--- config.mk ---
export PLATFORM = sky130hd
export DESIGN_NAME = lsu_ctrl
export DESIGN_NICKNAME = d
export VERILOG_FILES = /design/src/rtl/lsu_pkg.sv /design/src/rtl/lsu_load_align.sv /design/src/rtl/lsu_ctrl.sv
export SDC_FILE = /design/constraint.sdc
export NUM_CORES = 1
export LEC_CHECK = 0
export CELL_PAD_IN_SITES_DETAIL_PLACEMENT = 1
export CELL_PAD_IN_SITES_GLOBAL_PLACEMENT = 1
export CORE_MARGIN = 1.5
export CORE_UTILIZATION = 35
export DETAILED_ROUTE_END_ITERATION = 12
export DONT_BUFFER_PORTS = 1
export GPL_TIMING_DRIVEN = 0
export PLACE_DENSITY = 0.68
export SYNTH_ARGS = -nofsm -noshare
export SYNTH_HDL_FRONTEND = slang
export SYNTH_HIERARCHICAL = 1
export SYNTH_SLANG_ARGS = --single-unit
--- constraint.sdc ---
create_clock -name clk_i -period 2.23 [get_ports clk_i]
set_input_delay 0.223 -clock clk_i [delete_from_list [all_inputs] [get_ports clk_i]]
set_output_delay 0.223 -clock clk_i [all_outputs]
set_load 0.05 [all_outputs]
--- src/rtl/lsu_pkg.sv ---
// Shared types and helpers for the load/store sequencer.
// Holds the FSM states, decoder byte-enable codes and the access legality check.
package lsu_pkg;

   typedef enum logic [1:0] {
      StIdle,
      StReq,
      StWait,
      StDone
   } lsu_state_t;

   localparam logic [3:0] BE_BYTE = 4'b0001;
   localparam logic [3:0] BE_HALF = 4'b0011;
   localparam logic [3:0] BE_WORD = 4'b1111;

   // Unknown byte-enable codes are treated the same as misaligned accesses.
   function automatic logic is_misaligned(input logic [3:0] byte_en, input logic [1:0] offset);
      logic bad;
      case (byte_en)
         BE_BYTE: bad = 1'b0;
         BE_HALF: bad = offset[0];
         BE_WORD: bad = (offset != 2'b00);
         default: bad = 1'b1;
      endcase
      return bad;
   endfunction

endpackage

--- src/rtl/lsu_load_align.sv ---
// Load data alignment: moves the addressed lanes down to bit 0
// and applies sign or zero extension for byte and half accesses.
module lsu_load_align
   import lsu_pkg::*;
(
   input  logic [1:0]  offset_i,
   input  logic [3:0]  byte_en_i,
   input  logic        signed_i,
   input  logic [31:0] rdata_i,
   output logic [31:0] rdata_o
);

   logic [31:0] shifted;

   always_comb begin
      shifted = rdata_i >> {offset_i, 3'b000};
      case (byte_en_i)
         BE_BYTE: rdata_o = {{24{signed_i & shifted[7]}}, shifted[7:0]};
         BE_HALF: rdata_o = {{16{signed_i & shifted[15]}}, shifted[15:0]};
         default: rdata_o = shifted;
      endcase
   end

endmodule

--- src/rtl/lsu_ctrl.sv ---
// Load/store sequencer between execute and the data-memory port: runs the
// req/gnt/rvalid handshake, stalls the pipeline and retires with error flags.
module lsu_ctrl
   import lsu_pkg::*;
#(
   parameter int unsigned ADDR_W         = 32,
   parameter int unsigned DATA_W         = 32,
   parameter int unsigned TIMEOUT_CYCLES = 16
) (
   input  logic              clk_i,
   input  logic              rst_i,
   input  logic              req_valid_i,
   input  logic              mem_wr_en_i,
   input  logic [3:0]        byte_en_i,
   input  logic              signed_i,
   input  logic [ADDR_W-1:0] addr_i,
   input  logic [DATA_W-1:0] wdata_i,
   output logic              stall_o,
   output logic              done_o,
   output logic [DATA_W-1:0] rdata_o,
   output logic              misalign_o,
   output logic              timeout_o,
   output logic              mem_req_o,
   output logic              mem_we_o,
   output logic [ADDR_W-1:0] mem_addr_o,
   output logic [3:0]        mem_be_o,
   output logic [DATA_W-1:0] mem_wdata_o,
   input  logic              mem_gnt_i,
   input  logic              mem_rvalid_i,
   input  logic [DATA_W-1:0] mem_rdata_i
);

   localparam int unsigned CntW = (TIMEOUT_CYCLES > 2) ? $clog2(TIMEOUT_CYCLES) : 1;
   localparam logic [CntW-1:0] CntMax = CntW'(TIMEOUT_CYCLES - 1);

   lsu_state_t        state_q;
   logic              we_q;
   logic [1:0]        off_q;
   logic [3:0]        ben_q;
   logic              sgn_q;
   logic [ADDR_W-1:0] addr_q;
   logic [3:0]        be_q;
   logic [DATA_W-1:0] wdata_q;
   logic [DATA_W-1:0] rdata_q;
   logic              err_q;
   logic              to_q;
   logic [CntW-1:0]   cnt_q;
   logic [DATA_W-1:0] load_data;
   logic              expired;

   lsu_load_align u_load_align (
      .offset_i  (off_q),
      .byte_en_i (ben_q),
      .signed_i  (sgn_q),
      .rdata_i   (mem_rdata_i),
      .rdata_o   (load_data)
   );

   assign expired = (cnt_q == CntMax);

   always_ff @(posedge clk_i) begin
      if (rst_i) begin
         state_q <= StIdle;
         we_q    <= 1'b0;
         off_q   <= 2'b00;
         ben_q   <= 4'b0000;
         sgn_q   <= 1'b0;
         addr_q  <= '0;
         be_q    <= 4'b0000;
         wdata_q <= '0;
         rdata_q <= '0;
         err_q   <= 1'b0;
         to_q    <= 1'b0;
         cnt_q   <= '0;
      end else begin
         unique case (state_q)
            StIdle: begin
               if (req_valid_i) begin
                  we_q    <= mem_wr_en_i;
                  off_q   <= addr_i[1:0];
                  ben_q   <= byte_en_i;
                  sgn_q   <= signed_i;
                  addr_q  <= {addr_i[ADDR_W-1:2], 2'b00};
                  be_q    <= byte_en_i << addr_i[1:0];
                  wdata_q <= wdata_i << {addr_i[1:0], 3'b000};
                  to_q    <= 1'b0;
                  cnt_q   <= '0;
                  if (is_misaligned(byte_en_i, addr_i[1:0])) begin
                     err_q   <= 1'b1;
                     state_q <= StDone;
                     if (!mem_wr_en_i) rdata_q <= '0;
                  end else begin
                     err_q   <= 1'b0;
                     state_q <= StReq;
                  end
               end
            end
            StReq: begin
               cnt_q <= cnt_q + 1'b1;
               // A grant in the expiry cycle still completes the access.
               if (mem_gnt_i) begin
                  state_q <= we_q ? StDone : StWait;
               end else if (expired) begin
                  to_q    <= 1'b1;
                  state_q <= StDone;
                  if (!we_q) rdata_q <= '0;
               end
            end
            StWait: begin
               cnt_q <= cnt_q + 1'b1;
               if (mem_rvalid_i) begin
                  rdata_q <= load_data;
                  state_q <= StDone;
               end else if (expired) begin
                  to_q    <= 1'b1;
                  rdata_q <= '0;
                  state_q <= StDone;
               end
            end
            StDone: state_q <= StIdle;
         endcase
      end
   end

   assign stall_o     = (state_q == StIdle) ? req_valid_i : (state_q != StDone);
   assign done_o      = (state_q == StDone);
   assign misalign_o  = (state_q == StDone) & err_q;
   assign timeout_o   = (state_q == StDone) & to_q;
   assign mem_req_o   = (state_q == StReq);
   assign mem_we_o    = (state_q == StReq) & we_q;
   assign mem_addr_o  = addr_q;
   assign mem_be_o    = be_q;
   assign mem_wdata_o = wdata_q;
   assign rdata_o     = rdata_q;

endmodule

# --- Word level (Yosys, flattened, before mapping) ---
# Index checks and enable logic that the tools add are counted.
word_totals:
  word_cells: 78
  n_memories: 0
  latch_bits: 0
  mem_bits_rw: 0
  mem_bits_ro: 0
  input_bits: 107
  ff_bits: 114
  out_inout_bits: 106
classes:
  n_addsub: 1
  n_mul: 0
  mux: 30
  bitwise: 5
  eq_ne: 18
  n_shift: 3
  reduce_logical: 9
  div_mod_pow: 0
  magnitude_cmp: 0
ops:
  columns: ["cell", "n"]
  rows:
  - ["$mux W32", 8]
  - ["$pmux W32 S3", 1]
  - ["$pmux W32 S2", 1]
  - ["$shl A32 B5 Y32", 1]
  - ["$shr A32 B5 Y32", 1]
  - ["$ne A2 B2 Y1 const B", 7]
  - ["$mux W1", 10]
  - ["$mux W2", 5]
  - ["$eq A4 B1 Y1 const B", 2]
  - ["$eq A4 B2 Y1 const B", 2]
  - ["$eq A4 B4 Y1 const B", 2]
  - ["$pmux W2 S4", 1]
  - ["$pmux W4 S2", 1]
  - ["$reduce_and A8 Y1", 1]
  - ["$pmux W1 S3", 2]
  - ["$and A1 B1 Y1", 5]
  - ["$add A4 B1 Y4 const B", 1]
  - ["$eq A2 B2 Y1 const B", 2]
  - ["$mux W4", 1]
  - ["$reduce_and A2 Y1", 2]
  - ["$reduce_and A4 Y1", 1]
  - ["$reduce_bool A2 Y1", 2]
  - ["$shl A4 B2 Y4", 1]
  - ["$ne A3 B3 Y1 const B", 1]
  - ["other kinds (5)", 5]

# --- Logic depth before layout (Yosys ltp) ---
logic_depth:
  ltp_word: 8
  ltp_mapped: 9
  mapped_depth_nobuf: 6

# --- By module ---
# Netlist, hierarchy kept.
modules_own_cells:
  columns: ["mod", "instances", "area_each_um2", "seq_area_each_um2", "cells_per_inst"]
  rows:
  - ["lsu_ctrl", 1, 5054.8, 2282.2, 562]
  - ["lsu_load_align", 1, 870.8, 0.0, 98]

# --- Worst setup path before layout ---
# Ideal clock, no wire load.
synth_timing:
  path_type: "register -> output"
  start: "reg state_q[0]"
  end: "out stall_o"
  arrival_time_ns: 1.703
  t_required_ns: 2.007
  setup_slack_ns: 0.304
  path_buffers: 1
  stages_incl_launch_ff: 6
  cell_sequence: "dfxtp_1 > inv_1 > ha_1 > nor2b_1 > buf_6 > a21oi_1"
synth_between:
  elab_chain_len: 2
  word_cells_on_any_way: 3
  classes_between: "eq/ne (1); mux (1); reduce/logical (1)"
synth_rtl:
  columns: ["item", "line_no", "rtl"]
  rows:
  - ["start, declared", "lsu_ctrl.sv:36", "lsu_state_t state_q;"]
  - ["start signal, assigned", "lsu_ctrl.sv:63", "state_q <= StIdle;"]
  - ["start signal, assigned", "lsu_ctrl.sv:90", "state_q <= StDone;"]
  - ["start signal, assigned", "lsu_ctrl.sv:94", "state_q <= StReq;"]
  - ["$ne A2 B2 Y1 / $logic_not A2 Y1 (equally long branches)", "lsu_ctrl.sv:125", "assign stall_o = (state_q == StIdle) ? req_valid_i : (state_q != StDone);"]
  - ["$mux W1 (*)", "lsu_ctrl.sv:125", null]
  - ["end, declared", "lsu_ctrl.sv:18", "output logic stall_o,"]
# Mark *: on every way between the ends. The rest lies on a longest branch, timed or not.

# --- Final worst setup path ---
layout_timing:
  start: "reg state_q[1]"
  end: "out mem_we_o"
layout_between:
  elab_chain_len: 2
layout_rtl:
  columns: ["item", "line_no", "rtl"]
  rows:
  - ["$eq A2 B1 Y1", null, null]
  - ["via mem_req_o", "lsu_ctrl.sv:23", "output logic mem_req_o,"]
  - ["$and A1 B1 Y1", "lsu_ctrl.sv:130", "assign mem_we_o = (state_q == StReq) & we_q;"]
  - ["end, declared", "lsu_ctrl.sv:24", "output logic mem_we_o,"]
# The timed path passes the listed nets, and every way through them passes these cells.

==> flow_summary_export.csv <==
group,metric,value,unit
synthesis,ys_seq_area_share,38.51,%
synthesis,synth-async-reset-ratio,0,%
finish,stdcell_count,957,
sta,skew,14.40,ps
route,avgViaCountPerCell,5.404,
place,gp_congestion,0.8802,
critical_path,worst-path-buf-inv,2,
critical_path,rr_endpoint,"mem_addr_o[20]",
synthesis,yosys_most_used_dff,"dfxtp_1",
clocking,cts.root.buffer_cell,"clkbuf_16",
route,vias,5172,
route,drc,0,
finish,insertedDiodeCount,0,
grt,grt_max_degree,17,
place,placed_cell_area,0.006205,mm²
finish,finish.utilization,43.96,%
critical_path,startpoint,"state_q[1]",
finish,area_growth_syn_to_layout,23.04,%
critical_path,end_kind,"output port",
clocking,clk_latency,410,ps
finish,nets,837,
critical_path,cp.required,2010,ps
critical_path,path_depth,4,
critical_path,reg2reg_setup_slack,170,ps
finish,fin_area,0.007291,mm²
critical_path,worst_path_largest_cell_delay,480,ps
synthesis,synth_edf_count,0,
route,ant_nets,0,
critical_path,r2r_start,"state_q[0]",
clocking,cts.path.max_buffers,2,
grt,grt_antenna_before_repair,0,
grt,grt_pass1_vias,5813,
sta,fmax,474.5,MHz
place,numPortBuffers,0,
job,cap_violations,0,
sta,tightest_slew,956.5,ps
clocking,cts_htree_levels,4,
route,drt_first_pass_iters,4,
floorplan,rows,47,
synthesis,yosys.area_share.simple,20.46,%
pwr,leakagePower,2.676,nW
floorplan,io_pins,213,
critical_path,critPathTopFamily,"buffers and inverters",
route,drt_iter0_markers,194,
sta,hold_violations,0,
synthesis,syn_area_per_cell,8.978,µm²
grt,grt_pass1_wl,30780,µm
place,dp_hpwl,14460,µm
pwr,cellPowerDensity,1191,mW/mm²
finish,layout-drive-gt1-share,11.94,%
synthesis,synth-adder-area-share,1.267,%
synthesis,ys_ff_latch,114,
synthesis,netlist_area,0.005926,mm²
clocking,path_clk_slew,50,ps
finish,fill_cells,1929,
floorplan,core-area,0.01658,mm²
grt,grt.overflow.total,0,
floorplan,die-width,133.1,µm
critical_path,cp-start-kind,"flop",
synthesis,synth.distinct_cells,53,
finish,seq_area,0.002282,mm²
hold_path,hp-class,"in2reg",
critical_path,path_class,"reg2out",
synthesis,yosys_warnings,6,
status,status,"complete, no violations",
synthesis,synthMuxAreaShare,16.26,%
critical_path,cp_max_fo,7,
floorplan,die_y,133.1,µm
finish,multi_input_area,0.003318,mm²
hold_path,holdCritStartpoint,"mem_gnt_i",
synthesis,syn_inst,660,
synthesis,synth_top_family_by_area,"simple AND/OR/NAND/NOR gates",
clocking,cts_inserted_buffers,17,
route,wl_per_cell,20.48,µm
critical_path,slowest_stage,"ha_2",
clocking,post_cts_buffers,0,
floorplan,start_util,35.73,%
critical_path,worstPathArrival,1880,ps
critical_path,crit_path_frequent_cell,"inv_1",
floorplan,die_area,0.01772,mm²
critical_path,endpoint,"mem_we_o",
clocking,cts_tree,"done",
critical_path,reg2reg_depth,7,
sta,slew_headroom,36.10,%
route,wirelength,19600,µm
sta,whs,54.65,ps
place,dp_cells,881,
grt,grt.total_usage,22.33,%
pwr,ir_drop,0.5902,mV
sta,finalCritPeriodShare,94.50,%
critical_path,crit_chain,"inv_1, ha_2, nand2_1, inv_1",
sta,setup_viol,0,
sta,drv_slew,0,
synthesis,synth_compound_area_share,17.44,%
sta,period_needed,2107,ps
clocking,clock-sinks,114,
synthesis,synth_xor_area_share,0,%
==> synth_stat cells (9+ instances only) <==
cell      number  area (µm²)
a21oi_1       55       275.3
a22oi_1       18       135.1
clkbuf_1      36       135.1
dfxtp_1      114        2282
mux2_1        11       123.9
mux2_2        15       168.9
mux2i_1       64       640.6
nand2_1      107       401.6
nand2b_1      35       219.0
nand3b_1      32       240.2
nor2_1        33       123.9
nor2b_1        9       56.30
o211ai_1       9       67.56
o21ai_0       11       55.05
==> layer usage <==
metal / global-route usage, % / routed length, µm / part of all wire [%] / vias up
met5: 0 / 0 / 0 / -
met4: 7.246 / 365 / 1.9 / 0
met3: 8.486 / 1703 / 8.7 / 26
met2: 41.12 / 10140 / 52 / 191
met1: 23.40 / 7394 / 38 / 2495
li1: - / - / - / 2460
==> how the worst min path moves through the flow <==
stage / endpoint / slack [ps] / depth (start not counted)
after global routing: state_q[0] / 60 / 2
after global placement: mem_addr_o[16] / 360 / 2
after floorplan: ben_q[0] / 360 / 2
after CTS: state_q[0] / 30 / 2
final: state_q[0] / 50 / 2
after detailed placement: mem_addr_o[30] / 370 / 2
==> report_power, final <==
group          switching, mW  total (mW)  internal (mW)
clock                  0.990        2.81           1.82
sequential             0.989        3.31           2.32
combinational           1.46        2.56           1.09
total                   3.44        8.68           5.24
==> final cells by class <==
cell class / count / share of cell area, %
buffer: 58 / 4.634
clock buffer: 21 / 6.315
clock inverter: 11 / 2.111
inverter: 6 / 0.3089
multi-input combinational: 483 / 45.51
sequential: 114 / 31.30
tap: 220 / 3.776
timing repair buffer: 44 / 6.041
==> layout by cell type, fill, tap and decap left out, drive strengths merged, types with 7 or more instances in the layout <==
master and count:
buf 22, a222oi 8, o21ai 11, inv 7, dlygate4sd3 44, nor2 33
mux2i 64, a21oi 55, o211ai 9, o2bb2ai 8, dfxtp 114, nand2b 35
a22oi 19, clkbuf 57, nand3b 32, nor2b 10, a2bb2o 8, nand2 107
mux2 28
==> kinds of logic (layout without fill, tap and decap cells) <==
group	count (synthesis)	count (layout)
simple gates	241	241
compound gates	142	142
flops	114	114
mux	92	92
buf+inv	64	140
fa+ha+maj	6	6
other cells	1	2
==> stage by stage <==
step                      setup WS [ps]  power (mW)  TNS [ps]
after global routing             -4.533       9.110    -4.533
after detailed placement         -63.41       5.792    -509.8
after global placement           -21.48       5.687    -154.7
after floorplan                   304.2       5.220         0
final                             122.7       8.680         0
after CTS                         42.84       8.732         0
==> sequential cells by signal, indices dropped and copies added, names as in the netlist <==
name         cells
rdata_o         32
to_q             1
sgn_q            1
err_q            1
ben_q            4
mem_wdata_o     32
state_q          2
cnt_q            4
mem_addr_o      30
mem_be_o         4
we_q             1
off_q            2
==> worst register-to-register path, stage by stage (launching register included) <==
cell	delay, ps
dfxtp_1	390
inv_1	110
ha_2	240
nand2_1	140
clkbuf_2	280
clkbuf_1	440
nand2_1	190
a21oi_1	200
==> timing repair <==
item,CTS,global route
setup endpoints to repair,16,69
endpoints found under the hold margin,53,0
gates resized for setup,7,4
hold buffers,44,0
Power figures use the tool's default switching activity.
